<file path="src/rtl/afifo_rd_stream.sv">
// afifo_rd_stream: read-side drain stage for the async FIFO (clk_rd domain).
// Issues credit-limited FIFO reads and captures the registered read data one
// cycle later into a small skid buffer. The buffer is presented downstream as
// a valid/ready stream.
// Optional build macro RD_STREAM_CNT_EN adds a handshake counter (cnt_clr/xfer_cnt).
module afifo_rd_stream #(
  parameter int DATA_WIDTH = 32,
  parameter int SKID_DEPTH = 4,
  parameter int CNT_WIDTH  = 16
) (
  input  logic                                clk_rd,
  input  logic                                rst_rd_n,
  input  logic                                fifo_empty,
  output logic                                fifo_rd_en,
  input  logic [DATA_WIDTH-1:0]               fifo_rdata,
  output logic                                m_valid,
  input  logic                                m_ready,
  output logic [DATA_WIDTH-1:0]               m_data,
`ifdef RD_STREAM_CNT_EN
  input  logic                                cnt_clr,
  output logic [CNT_WIDTH-1:0]                xfer_cnt,
`endif
  output logic [$clog2(SKID_DEPTH+1)-1:0]     buf_level
);

  localparam int IDX_W = $clog2(SKID_DEPTH);
  localparam int LVL_W = $clog2(SKID_DEPTH + 1);

  logic [DATA_WIDTH-1:0] mem_q [SKID_DEPTH];
  logic [IDX_W-1:0]      wr_idx_q, wr_idx_d;
  logic [IDX_W-1:0]      rd_idx_q, rd_idx_d;
  logic [LVL_W-1:0]      level_q, level_d;
  logic                  inflight_q, inflight_d;

  logic [LVL_W:0]        used_s;
  logic                  rd_en_s;
  logic                  push_s;
  logic                  pop_s;

  // Credit check: words held plus the one in flight must leave room for a new
  // read. Only fifo_empty and local state feed the strobe, never m_ready. The
  // reset term keeps the strobe low while reset is held.
  always_comb begin
    used_s  = {1'b0, level_q} + {{LVL_W{1'b0}}, inflight_q};
    rd_en_s = rst_rd_n & ~fifo_empty & (used_s < (LVL_W+1)'(SKID_DEPTH));
    push_s  = inflight_q;
    pop_s   = (level_q != {LVL_W{1'b0}}) & m_ready;
  end

  // Next-state for indices, fill level and the in-flight marker.
  always_comb begin
    wr_idx_d   = wr_idx_q;
    rd_idx_d   = rd_idx_q;
    level_d    = level_q;
    inflight_d = rd_en_s;
    if (push_s) begin
      wr_idx_d = wr_idx_q + IDX_W'(1);
    end else begin
      wr_idx_d = wr_idx_q;
    end
    if (pop_s) begin
      rd_idx_d = rd_idx_q + IDX_W'(1);
    end else begin
      rd_idx_d = rd_idx_q;
    end
    case ({push_s, pop_s})
      2'b10:   level_d = level_q + LVL_W'(1);
      2'b01:   level_d = level_q - LVL_W'(1);
      default: level_d = level_q;
    endcase
  end

  // Control state registers; reset drops any read that is still in flight.
  always_ff @(posedge clk_rd or negedge rst_rd_n) begin
    if (!rst_rd_n) begin
      wr_idx_q   <= {IDX_W{1'b0}};
      rd_idx_q   <= {IDX_W{1'b0}};
      level_q    <= {LVL_W{1'b0}};
      inflight_q <= 1'b0;
    end else begin
      wr_idx_q   <= wr_idx_d;
      rd_idx_q   <= rd_idx_d;
      level_q    <= level_d;
      inflight_q <= inflight_d;
    end
  end

  // Skid storage: capture the FIFO read data on the edge after an issued read.
  always_ff @(posedge clk_rd or negedge rst_rd_n) begin
    if (!rst_rd_n) begin
      for (int i = 0; i < SKID_DEPTH; i++) begin
        mem_q[i] <= {DATA_WIDTH{1'b0}};
      end
    end else if (push_s) begin
      mem_q[wr_idx_q] <= fifo_rdata;
    end
  end

`ifdef RD_STREAM_CNT_EN
  logic [CNT_WIDTH-1:0] cnt_q, cnt_d;

  // Handshake counter next state; clear wins over a same-cycle handshake.
  always_comb begin
    cnt_d = cnt_q;
    if (cnt_clr) begin
      cnt_d = {CNT_WIDTH{1'b0}};
    end else if (pop_s) begin
      cnt_d = cnt_q + CNT_WIDTH'(1);
    end else begin
      cnt_d = cnt_q;
    end
  end

  // Handshake counter register.
  always_ff @(posedge clk_rd or negedge rst_rd_n) begin
    if (!rst_rd_n) begin
      cnt_q <= {CNT_WIDTH{1'b0}};
    end else begin
      cnt_q <= cnt_d;
    end
  end

  assign xfer_cnt = cnt_q;
`endif

  assign fifo_rd_en = rd_en_s;
  assign m_valid    = (level_q != {LVL_W{1'b0}});
  assign m_data     = mem_q[rd_idx_q];
  assign buf_level  = level_q;

endmodule

</file>
<file path="config.mk">
export PLATFORM = sky130hd
export DESIGN_NAME = afifo_rd_stream
export DESIGN_NICKNAME = d
export VERILOG_FILES = /design/src/rtl/afifo_rd_stream.sv
export SDC_FILE = /design/constraint.sdc
export NUM_CORES = 1
export LEC_CHECK = 0
export CORE_MARGIN = 1.5
export CORE_UTILIZATION = 56
export CTS_CLUSTER_SIZE = 10
export DETAILED_ROUTE_END_ITERATION = 12
export GPL_TIMING_DRIVEN = 0
export PLACE_DENSITY_LB_ADDON = 0.15
export SYNTH_ARGS = -nofsm -noshare
export SYNTH_HDL_FRONTEND = slang
export SYNTH_SLANG_ARGS = --single-unit
</file>
<file path="constraint.sdc">
create_clock -name clk_rd -period 2.2 [get_ports clk_rd]
set_clock_uncertainty 0.15 [all_clocks]
set_input_delay 0.66 -clock clk_rd [delete_from_list [all_inputs] [get_ports clk_rd]]
set_output_delay 0.66 -clock clk_rd [all_outputs]
set_load 0.05 [all_outputs]
</file>
# After elaboration in Yosys (flattened, before gate mapping)
# Cells that the tools add are included.
# classes
add_sub_neg,5
multipliers,0
div_mod_pow,0
n_lt_le_gt_ge,4
eq_ne,2
shift,0
muxes,7
n_bitwise,6
reduce_logical,3
# ops
operator,count
$bwmux 128,1
$mux 32,3
$bmux 32 s2,1
$demux 32 s2,1
$ge 3x3->1 const B,2
$not 2->3,2
$pmux 3 s2,1
$add 2x1->2 const B,2
$add 3x1->4,1
$lt 4x3->1 const B,1
$add 3x1->3 const B,1
$and 1x1->1,3
$lt 3x1->1 const B,1
$reduce_bool 3->1,1
$sub 3x1->3 const B,1
$eq 2x1->1 const B,1
$eq 2x2->1 const B,1
$reduce_bool 2->1,1
$logic_and 1x1->1,1
$not 1->1,1
# totals
regBits,136
latch_bits,0
ram_bits,0
mem_bits_ro,0
mem_count,0

# Logic depth before layout (Yosys ltp)
# depth
word_depth,6
ltp_mapped,8
ltp_nobuf,7

# Worst setup path before layout
# No wires, ideal clock.
# synth_path
path_type,reg2out
start,register level_q[2] (netlist: buf_level[2])
end,output fifo_rd_en
arrival_ps,1632
required_time_ps,1390
setup_slack_ps,-242
path_stages_with_launch,4
path_buffers,0
cell_sequence,dfrtp_1 > nor2_1 > nand2_1 > a31oi_1
# synth_between
elab_chain_len,3
# synth_lines
element,line,rtl
from (decl),32,"logic [LVL_W-1:0] level_q, level_d;"
from (signal assigned),78,level_q <= {LVL_W{1'b0}};
from (signal assigned),83,level_q <= level_d;
$add 3x1->4,44,"used_s = {1'b0, level_q} + {{LVL_W{1'b0}}, inflight_q};"
$lt 4x3->1,45,rd_en_s = rst_rd_n & ~fifo_empty & (used_s < (LVL_W+1)'(SKID_DEPTH));
$and 1x1->1,45,
to (decl),14,"output logic fifo_rd_en,"
# Every way passes these cells.

# Worst setup path after layout
# layout_path
start,register rd_idx_q[0]
end,output m_data[8]
# layout_between
elab_chain_len,4
# layout_lines
element,line,rtl
from (decl),31,"logic [IDX_W-1:0] rd_idx_q, rd_idx_d;"
from (signal assigned),77,rd_idx_q <= {IDX_W{1'b0}};
from (signal assigned),82,rd_idx_q <= rd_idx_d;
$not 2->3 (not written as such),128,assign m_data = mem_q[rd_idx_q];
$bmux 32 s2,128,
$mux 32 (not written as such) (2 in a row),128,
to (decl),18,"output logic [DATA_WIDTH-1:0] m_data,"
# Every way passes these cells. The select of a mux whose other input is x is not followed.

==> out/qor.csv <==
stage,metric,value,unit
worst_setup_path,r2r_end,buf_level[2],
placed_design,gp_congestion,0.747,
worst_setup_path,cp-startpoint,rd_idx_q[0],
global_route,antenna_found_initial,0,
outcome,outcome,finished with violations,
worst_setup_path,critical-path-top-delay-family,buffers and inverters,
logic_synthesis,synthFlopType,dfrtp_1,
placed_design,dpl.hpwl,7630,um
logic_synthesis,synth.distinct_cells,23,
die,die_x,111,um
hold_path,hold_class,in2async,
finish,final_layout_size_suffix_gt1_share,57.5,%
sta,fin_crit_sh,119,%
die,core-area,11400,um^2
global_route,grt_max_degree,78,
worst_setup_path,path_depth,5,
routing,wl_per_cell,20.9,um
routing,dr.first_iter.drc_count,143,
clocking,clock_path_buffers,2,
placed_design,io_buffers,72,
worst_setup_path,crit_chain,"buf_6, buf_12, buf_12, mux4_2, buf_6",
die,fp.dieH,111,um
logic_synthesis,ys_ff_latch,136,
clocking,cts_tree,built,
logic_synthesis,synth_edf_count,0,
worst_setup_path,start_kind,register,
worst_setup_path,end_kind,output pin,
sta,final-setup-viol-count,33,
finish,diodes,0,
clocking,path_clk_slew,0.05,ns
outcome,violations,setup timing,
global_route,grt_pass1_wl,21500,um
finish,layout.cells.most_common,dfrtp_1,
logic_synthesis,ys_async_sr_fraction,100,%
sta,finalWorstSetupSlack,-0.428,ns
finish,area_growth,26.5,%
worst_setup_path,crit_type,reg2out,
clocking,cts-root-buf,clkbuf_16,
sta,hold_viol_final,0,
logic_synthesis,yosys.area.top_type,dfrtp_1,
worst_setup_path,crit_required,1.39,ns
worst_setup_path,r2r-start,buf_level[0],
routing,drtPass1Iterations,4,
global_route,grtUsageTotal,23.2,%
worst_setup_path,worst-path-buf-inv,4,
worst_setup_path,crit_fanout,5,
global_route,grt_pass1_vias,3833,
logic_synthesis,yosysTopAreaCellShare,52.2,%
die,std_cell_rows,39,
clocking,htreeDepth,4,
finish,layout_common_cells,"133 x dfrtp_1, 120 x mux2_4, 46 x buf_6, 33 x clkdlybuf4s50_1, 32 x mux4_2",
clocking,numCtsBuffers,17,
worst_setup_path,rrSetupSlack,0.19,ns
routing,via_per_inst,5.56,
logic_synthesis,yosys-top-cells-area,"dfrtp_1 52%, mux2_4 28%, mux4_2 9.7%, buf_6 2.2%, mux4_1 1.6%",
die,die_area,12300,um^2
sta,hold_ws,0.0477,ns
finish,multiInputGateArea,2870,um^2
routing,ant_nets,0,
logic_synthesis,syn_area_per_cell,18.7,um^2
worst_setup_path,reg2reg_depth,8,
global_route,overflow,0,
die,ios,73,
clocking,clock_latency,0.42,ns
worst_setup_path,cp_data_arrival_time,1.82,ns
sta,rsz0062_at_grt,true,
sta,min_period,2.63,ns
routing,wirelength,12700,um
logic_synthesis,netlist_area,6520,um^2
logic_synthesis,syn_nets,391,
logic_synthesis,synth-warning-count,0,
run,maxCapViolations,0,
finish,fillerInstances,716,
finish,num-nets-final,496,
sta,fmax,0.381,GHz
logic_synthesis,netlist_instances,349,
logic_synthesis,seq_area_frac_synth,52.2,%
clocking,clock_sinks,136,
worst_setup_path,max_stage_delay,0.52,ns
routing,drt_drc_violations_left,0,
finish,seq_area,3410,um^2
die,start_util,57.4,%
worst_setup_path,critPathSlowestCell,mux4_2,
routing,via_count,3376,
sta,tightest_slew,0.493,ns
sta,maxSlewHeadroom,67.3,%
sta,slew_violations,0,
-- worst max-delay path by stage --
stage	to	slack, ns
2_1_floorplan	fifo_rd_en	0.04
4_1_cts	m_data[11]	-0.45
5_1_grt	m_data[8]	-0.48
3_3_place_gp	fifo_rd_en	-5.68
3_5_place_dp	fifo_rd_en	-0.91
6_report	m_data[8]	-0.43
-- cells by family (layout without fill, tap and decap cells) --
group | count (synthesis) | in the layout | synth area share (%)
compound gates | 3 | 3 | 0.307
fa+ha+maj | 6 | 6 | 1.27
mux | 161 | 161 | 40.4
buf+inv | 27 | 142 | 3.91
simple gates | 10 | 10 | 1.07
flops | 136 | 136 | 52.2
xor+xnor | 6 | 6 | 0.806
-- synthesized netlist by cell type, drive strengths merged, types with 2 or more instances --
master	count
nor2	2
ha	5
xnor2	2
mux2	128
xor2	4
mux4	32
nand2	7
buf	20
dfrtp	136
inv	6
-- final cells by class --
class	count	area share, %
Tap cell	143	2.17
Clock buffer	26	6.17
Inverter	6	0.273
Buffer	20	2.91
Sequential cell	136	41.3
Timing Repair Buffer	87	11.9
Multi-Input combinational cell	186	34.8
Clock inverter	3	0.485
-- sequential cells by signal, summed over array words and instances, names as in the netlist --
register    cells
rd_idx_q        2
inflight_q      1
buf_level       3
wr_idx_q        2
mem_q         128
-- worst reg2reg max path: cells and delay by family, from the launching register on --
| kind | cells | cell delay [ns] |
|---|---|---|
| compound gates | 1 | 0.30 |
| xor+xnor | 2 | 0.32 |
| flops | 1 | 0.43 |
| buf+inv | 2 | 0.21 |
| fa+ha+maj | 2 | 0.39 |
| simple gates | 1 | 0.08 |
-- repair_timing --
action,CTS,global route
setup endpoints to repair,38,38
pin swaps,1,4
cloned,2,0
hold endpoints to repair,29,0
hold buffers,1,0
gates resized for setup,261,6
buffers inserted,5,7
-- layer usage --
metal | share of wire (%) | GRT usage [%] | wire length [um] | vias to the layer above
met5 | 0 | 0 | 0 | -
met4 | 1.6 | 8.63 | 201 | 0
met3 | 3.2 | 5.80 | 409 | 17
met2 | 48 | 35.6 | 6110 | 66
met1 | 47 | 32.2 | 5990 | 1808
li1 | - | - | - | 1485
-- per-stage QoR --
| step | std cells | cell area (um^2) | TNS (ns) | setup WS, ns | util (%) |
|---|---|---|---|---|---|
| after CTS | 601 | 8210 | -12.81 | -0.451 | 72.2 |
| after floorplan | 349 | 6530 | 0 | 0.0366 | - |
| after global routing | 607 | 8250 | -13.49 | -0.481 | 72.5 |
| after global placement | 564 | 7430 | -705.99 | -5.68 | 65.3 |
| after detailed placement | 565 | 7460 | -19.90 | -0.914 | 65.6 |
| final | 607 | 8250 | -11.67 | -0.428 | 72.5 |
Power is not shown: default switching activity piles up to over one toggle a cycle in this logic, so the estimate is an artifact.
==> patch, RTL diff (same flow settings) <==
Build with the macro `RD_STREAM_CNT_EN` defined.
--- a/src/rtl/afifo_rd_stream.sv
+++ b/src/rtl/afifo_rd_stream.sv
@@ -5,2 +5,4 @@
 // Optional build macro RD_STREAM_CNT_EN adds a handshake counter (cnt_clr/xfer_cnt).
+`define RD_STREAM_CNT_EN
+
 module afifo_rd_stream #(
Interface: changed (added cnt_clr and xfer_cnt); port bits go from 73 to 90. The function was not compared with the original's and may differ.
==> patch against the original RTL <==
The run ends with design-rule violations, negative setup slack left; setup slack worse by 0.053 ns; critical path depth is 1 lower; design area is 6.0% higher; routed wire length grew 9.1%; sequential share of layout area is 2.3 points higher; sequential cell count is 16 higher; area after synthesis is 2.2% higher; critical path type unchanged; critical endpoint is now m_data[19].
==> patch: results (changes against the original RTL) <==
metric,value,unit,change
drt-met1-wl,5.89,mm,was 5.99 mm
synth.top_cells.by_area,"dfrtp_1 57%, mux2_2 22%, mux4_2 11%",,"was dfrtp_1 52%, mux2_4 28%, mux4_2 9.7%"
drc_errors,7,,was 0
crit_path_end,m_data[19],,was m_data[8]
portBuffers,89,,was 72
syn-num-nets,475,,was 391
hpwl,8.43,mm,was 7.63 mm
synth_xor_xnor_area_share,0.0210,,was 0.00806
status,finished with violations,,unchanged
grt_usage,0.239,,was 0.232
crit_family,multiplexers,,was buffers and inverters
final_nets,599,,was 496
drive_gt1_frac,0.509,,was 0.575
r2r_start,buf_level[1]$_DFFE_PN0P_,,was buf_level[0]$_DFFE_PN0P_
worstMarginPinSlew,0.687,ns,was 0.493 ns
grt_pass1_vias,4526,,was 3833
finalSetupViolCount,34,,was 33
met3RoutedLength,656,um,was 409 um
cp.arrival,1.87,ns,was 1.82 ns
synth_compound_area_frac,0.0139,,was 0.00307
use_met1,0.317,,was 0.322
fill_cells,748,,was 716
post-place-ws,-0.979,ns,was -0.914 ns
vias,4092,,was 3376
grt.met3_usage,0.0783,,was 0.0580
grt_max_degree,106,,was 78
reg2reg_slack,0.10,ns,was 0.19 ns
synth_fa_ha_area_frac,0.0143,,was 0.0127
path_max_fanout,9,,was 5
gp_congestion,0.766,,was 0.747
critPathSlowestCell,mux4_2,,unchanged
failed_checks,"design-rule violations, negative setup slack",,was negative setup slack
cpPeakStageDelay,0.54,ns,was 0.52 ns
drtIter0Drc,196,,was 143
wl_per_cell,19.5,um,was 20.9 um
insertion_delay,0.42,ns,about the same
yosysSeqAreaShare,0.571,,was 0.522
synth_cell_types,30,,was 23
setup_slack,-0.481,ns,was -0.428 ns
syn_area_per_cell,15.5,um^2,was 18.7 um^2
dr.pass1.iters,10,,was 4
synth_mux_area_frac,0.326,,was 0.404
grt_pass1_wl,23.0,mm,was 21.5 mm
dr_wl_met2,7.16,mm,was 6.11 mm
wirelength,13.9,mm,was 12.7 mm
synth_commonest_cells,"152 x dfrtp_1, 128 x mux2_2, 32 x mux4_2",,"was 136 x dfrtp_1, 120 x mux2_4, 28 x mux4_2"
place_area,7810,um^2,was 7460 um^2
place_inst,664,,was 565
patch: area by class of cell:
| cell class | instances | area (um^2) | share of cell area |
|---|---|---|---|
| multi-input cells | 246 | 2780 | 0.318 |
| inverters | 10 | 37.5 | 0.00429 |
| clock buffers | 23 | 498 | 0.0569 |
| clock inverters | 9 | 95.1 | 0.0109 |
| repair buffers | 108 | 1170 | 0.133 |
| well taps | 143 | 179 | 0.0205 |
| flip-flops and latches | 152 | 3810 | 0.436 |
| plain buffers | 20 | 174 | 0.0199 |
patch: stage by stage:
step	hold slack [ns]	TNS, ns
floorplan	0.214	0
global placement	0.331	-893.54
detailed placement	0.337	-33.35
CTS	0.0584	-13.71
global route	0.0566	-15.89
finish	0.0581	-13.59
patch: what timing repair did:
action                     CTS  global route
buffers inserted             9             6
hold buffers                 1             0
pin swaps                    2             5
gates cloned                 1             1
setup endpoints to repair   62           102
hold endpoints to repair    47             0
gates resized for setup    307            19
